**config.mk**
```make
export PLATFORM = sky130hd
export DESIGN_NAME = hand_swing_detector
export DESIGN_NICKNAME = d
export VERILOG_FILES = /design/src/rtl/hand_swing_detector.sv
export SDC_FILE = /design/constraint.sdc
export NUM_CORES = 1
export LEC_CHECK = 0
export CAP_MARGIN = 40
export CORE_MARGIN = 1
export CORE_UTILIZATION = 45
export CTS_BUF_LIST = sky130_fd_sc_hd__clkbuf_8
export CTS_CLUSTER_DIAMETER = 100
export DETAILED_ROUTE_END_ITERATION = 10
export DONT_BUFFER_PORTS = 1
export SLEW_MARGIN = 10
export SYNTH_ARGS = -nofsm -noshare
export SYNTH_HDL_FRONTEND = slang
export SYNTH_SLANG_ARGS = --single-unit
export TNS_END_PERCENT = 100
```
**constraint.sdc**
```tcl
create_clock -name clk_in -period 8.2 [get_ports clk_in]
set_clock_uncertainty 0.1 [all_clocks]
set_input_delay 1.64 -clock clk_in [delete_from_list [all_inputs] [get_ports clk_in]]
set_output_delay 1.64 -clock clk_in [all_outputs]
set_load 0.01 [all_outputs]
```
**src/rtl/hand_swing_detector.sv**
```systemverilog
// Samples the top hand point at a fixed rate, computes wrap-aware deltas and emits
// one-entry swing events (direction + speed) over a valid/ready handshake.
module hand_swing_detector #(
  parameter int unsigned SAMPLE_PERIOD = 1625000,
  parameter int unsigned MAX_X         = 3400,
  parameter int unsigned MAX_Y         = 3400,
  parameter int unsigned SWING_THRESH  = 54,
  parameter int unsigned COOLDOWN      = 8
) (
  input  logic        clk_in,
  input  logic        rst_in,
  input  logic [11:0] hand_x_top,
  input  logic [11:0] hand_y_top,
  input  logic        swing_ready,
  output logic        swing_valid,
  output logic [1:0]  swing_dir,
  output logic [11:0] swing_speed,
  output logic [7:0]  missed_count
);

  localparam int unsigned CntW = (SAMPLE_PERIOD > 1) ? $clog2(SAMPLE_PERIOD) : 1;
  localparam int unsigned CdW  = (COOLDOWN > 0) ? $clog2(COOLDOWN + 1) : 1;

  typedef enum logic [1:0] {StPrime, StTrack, StHold, StCool} state_e;

  state_e           state_q, state_d;
  logic [CntW-1:0]  cnt_q, cnt_d;
  logic [11:0]      prev_x_q, prev_x_d, prev_y_q, prev_y_d;
  logic [CdW-1:0]   cd_q, cd_d;
  logic [1:0]       dir_q, dir_d;
  logic [11:0]      speed_q, speed_d;
  logic [7:0]       missed_q, missed_d;

  logic               strobe;
  logic signed [13:0] dx, dy;
  logic [11:0]        ax, ay, dom_abs;
  logic [1:0]         dom_dir;
  logic               x_dom, qualify;

  // Shortest signed step on a circular axis of the given modulus.
  function automatic logic signed [13:0] wrap_delta(input logic [11:0] cur,
                                                    input logic [11:0] prev,
                                                    input int unsigned modulus);
    logic signed [13:0] d, half, m;
    m    = $signed(14'(modulus));
    half = $signed(14'(modulus / 2));
    d    = $signed({2'b00, cur}) - $signed({2'b00, prev});
    if (d > half) begin
      d = d - m;
    end else if (d < -half) begin
      d = d + m;
    end
    return d;
  endfunction

  function automatic logic [11:0] abs12(input logic signed [13:0] d);
    logic signed [13:0] a;
    a = (d < 0) ? -d : d;
    return a[11:0];
  endfunction

  assign strobe  = (cnt_q == CntW'(SAMPLE_PERIOD - 1));
  assign dx      = wrap_delta(hand_x_top, prev_x_q, MAX_X);
  assign dy      = wrap_delta(hand_y_top, prev_y_q, MAX_Y);
  assign ax      = abs12(dx);
  assign ay      = abs12(dy);
  assign x_dom   = (ax >= ay);
  assign dom_abs = x_dom ? ax : ay;
  assign qualify = (dom_abs >= 12'(SWING_THRESH));
  assign dom_dir = x_dom ? ((dx < 0) ? 2'd0 : 2'd1) : ((dy < 0) ? 2'd2 : 2'd3);

  always_comb begin
    state_d  = state_q;
    cnt_d    = strobe ? '0 : cnt_q + 1'b1;
    prev_x_d = strobe ? hand_x_top : prev_x_q;
    prev_y_d = strobe ? hand_y_top : prev_y_q;
    cd_d     = cd_q;
    dir_d    = dir_q;
    speed_d  = speed_q;
    missed_d = missed_q;
    unique case (state_q)
      StPrime: begin
        if (strobe) state_d = StTrack;
      end
      StTrack: begin
        if (strobe && qualify) begin
          state_d = StHold;
          dir_d   = dom_dir;
          speed_d = dom_abs;
        end
      end
      StHold: begin
        // A handshake takes priority over a coincident strobe.
        if (swing_ready) begin
          cd_d    = CdW'(COOLDOWN);
          state_d = (COOLDOWN == 0) ? StTrack : StCool;
        end else if (strobe && qualify && (missed_q != 8'hFF)) begin
          missed_d = missed_q + 8'd1;
        end
      end
      StCool: begin
        if (strobe) begin
          cd_d = cd_q - 1'b1;
          if (cd_q == CdW'(1)) state_d = StTrack;
        end
      end
      default: state_d = StPrime;
    endcase
  end

  always_ff @(posedge clk_in or posedge rst_in) begin
    if (rst_in) begin
      state_q  <= StPrime;
      cnt_q    <= '0;
      prev_x_q <= '0;
      prev_y_q <= '0;
      cd_q     <= '0;
      dir_q    <= '0;
      speed_q  <= '0;
      missed_q <= '0;
    end else begin
      state_q  <= state_d;
      cnt_q    <= cnt_d;
      prev_x_q <= prev_x_d;
      prev_y_q <= prev_y_d;
      cd_q     <= cd_d;
      dir_q    <= dir_d;
      speed_q  <= speed_d;
      missed_q <= missed_d;
    end
  end

  assign swing_valid  = (state_q == StHold);
  assign swing_dir    = dir_q;
  assign swing_speed  = speed_q;
  assign missed_count = missed_q;

endmodule

```
==> impl_metrics.toml <==
[placed_design]
dp_hpwl_mm = 13.77
numPortBuffers = 0
dp_cells = 1053
gp_congestion = 0.9495

[logic_synthesis]
synth_area_leaders = "dfrtp_1 (28%), ha_1 (10%), xnor2_1 (4.9%)"
synth-seq-area-share_pct = 27.50
yosysTopAreaCell = "dfrtp_1"
ys_ff_latch = 73
syn_area_um2 = 6643
ys_async_sr_fraction_pct = 100.0
synth_warnings = 0
synth-edff-count = 0
synth_cell_types = 81
syn_avg_cell_area_um2 = 8.398
synth_top_area_share_pct = 27.50
synth-main-ff-cell = "dfrtp_1"
synth_nets = 875
synthCells = 791

[worst_setup_path]
arrival_ps = 7950
ff2ff_path_depth = 28
r2r_start = "prev_x_q[0]$_DFFE_PP0N_"
rrSetupSlack_ps = 1310
crit_path_max_fanout = 10
r2r_end = "swing_speed[8]$_DFFE_PP0P_"
crit_top_cell = "buf_4"
startpoint_type = "input port"
cp-end-kind = "flip-flop"
cp.required_ps = 8350
critPathKind = "input port to flip-flop"
crit_slowest_cell = "nor4_4"
critPathMaxStageDelay_ps = 450

[die]
die_y_um = 123.5
initial_utilization_pct = 45.88
ioPinCount = 50
die-area_um2 = 15250
rows = 44
core_area_um2 = 14480
die_x_um = 123.5

[detailed_routing]
wl_per_cell_um = 16.32
via_per_inst = 5.762
postRouteAntennaNets = 0
via_count = 6188
drc = 0
drt_iter0_drc = 337
wl_mm = 17.53
drtPass1Iterations = 4

[finish]
area_delta_synth_final_pct = 20.04
drive_above_1_share_pct = 19.89
stdcell_count = 1074
nets = 969
layout.area.seq_um2 = 1827
fill_cells = 1333
layout_common_cells = "buf_4 (103), nand2_1 (77), dfrtp_1 (73)"
layout_commonest_cell = "buf_4"
multi_input_area_um2 = 4679
diodes = 0

[grt]
grt_pass1_vias = 5911
grt_max_degree = 46
overflow = 0
grt_pass1_wl_mm = 28.51
antenna_found_initial = 0
grt.total_usage_pct = 23.83

[timing]
slew_violations = 0
fin_crit_ps = 7803
timing.final.crit_share_pct = 95.16
finalSetupTns_ps = 0
finalHoldViolations = 0
fmax_mhz = 128.2
slew_headroom_pct = 60.24
finalSetupViolations = 0
worst_pin_slew_ps = 594.8

[hold_path]
holdPathEnd = "cnt_q[0]$_DFF_PP0_"
min_path_type = "flip-flop to flip-flop"
hp-start = "cnt_q[0]$_DFF_PP0_"
hold_depth = 1

[power_and_ir_drop]
p_total_mw = 1.156
vdd_drop_max_uv = 100.5
powerDensity_nw_per_um2 = 145.0
leakagePower_nw = 3.676

[run_status]
status = "complete, no violations"

[cts]
cts.sinks = 73
cts_made_buffers = 9
cts_buffer_depth = 2
cts_tree = "yes"
holdBufCountCts = 0
root_buffer = "clkbuf_8"
clk_pin_slew_ps = 80
clk_latency_ps = 370
htreeDepth = 3

[flow_run]
cap_violations = 0
==> critical path: cells and delay by family <==
kind | cells | cell delay (ps)
AOI/OAI and AO/OA | 7 | 1210
xor gates and xnor gates | 3 | 590
adders and majority gates | 4 | 980
buffers and inverters | 6 | 840
muxes | 2 | 590
and+or+nand+nor | 7 | 2100
==> metrics by stage <==
stage / instance area [um2] / setup WS (ps) / utilization [%] / hold WS [ps]
finish: 7974 / 397.1 / 55.07 / 402.4
detailed placement: 7590 / -590.0 / 52.42 / 383.9
CTS: 7807 / 6.885 / 53.92 / 399.0
global route: 7974 / -15.98 / 55.07 / 416.1
global placement: 7535 / -296.9 / 52.04 / 375.6
floorplan: 6650 / 14.34 / - / 347.3
==> cells by family (layout without fill, tap and decap cells) <==
logic type	after synthesis	count (layout)	share of synthesized area, %
AOI/OAI and AO/OA	228	228	23.77
xor gates and xnor gates	68	68	9.399
adders and majority gates	57	57	10.96
buffers and inverters	77	176	4.464
DFF	73	73	27.50
muxes	27	27	4.408
other	2	2	0.1131
and+or+nand+nor	259	259	19.38
==> what timing repair did <==
item / in CTS / in global routing
pin swaps: 0 / 10
cloned: 0 / 0
endpoints found under the setup margin: 15 / 24
setup buffers: 0 / 5
resized for setup: 3 / 23
==> where the power goes <==
part,leakage [nW],switching [mW],internal (mW)
Clock,0.0970,0.152,0.140
Combinational,2.73,0.219,0.215
Sequential,0.845,0.0395,0.389
==> cell usage after synthesis (6+ instances only) <==
master,count
nor2b_1,7
and2_1,7
nand2_1,77
a211oi_1,8
ha_1,55
mux2i_1,9
xor2_1,28
or3_1,11
dfrtp_1,73
nor2_1,45
a21o_1,9
nand3_1,24
o32ai_1,6
o211ai_1,8
nor3_1,27
o21a_1,14
clkbuf_1,15
o21ai_1,7
buf_2,6
nand4_1,16
mux2_1,11
nand2b_1,10
a31oi_1,6
inv_1,53
o21ai_0,56
and3_1,16
a21oi_1,43
mux2_2,7
xnor2_1,37
==> state kept, by name, summed over array words and instances (netlist names) <==
register,count
cnt_q,21
cd_q,4
missed_count,8
prev_y_q,12
prev_x_q,12
swing_speed,12
swing_dir,2
state_q,2
==> how the worst max path moves through the flow <==
stage / start / cells after the start / to / slack (ps)
after CTS: hand_x_top[0] / 30 / missed_count[1]$_DFFE_PP0P_ / 7
after global routing: hand_y_top[0] / 31 / swing_speed[2]$_DFFE_PP0P_ / -20
after detailed placement: hand_x_top[0] / 29 / swing_speed[6]$_DFFE_PP0P_ / -590
after floorplan: hand_x_top[0] / 28 / swing_dir[0]$_DFFE_PP0P_ / 10
after global placement: hand_x_top[0] / 29 / swing_speed[8]$_DFFE_PP0P_ / -300
final: hand_x_top[0] / 29 / swing_speed[8]$_DFFE_PP0P_ / 400
==> layer usage <==
metal / wire [um] / share of wire (%) / GRT usage [%] / up-vias
met4: 442 / 2.5 / 8.660 / 0
met5: 0 / 0 / 0 / -
met1: 7792 / 44 / 29.35 / 2958
met3: 690 / 3.9 / 4.105 / 31
met2: 8600 / 49 / 41.45 / 124
li1: - / - / - / 3075
==> area by class of cell <==
cell class | instances | area share (%)
multi-input cells | 641 | 58.69
flip-flops and latches | 73 | 22.91
repair buffers | 106 | 10.53
well taps | 184 | 2.887
inverters | 54 | 2.542
clock buffers | 9 | 1.553
clock inverters | 7 | 0.8944
No activity file was read; power rests on OpenSTA's default activity.
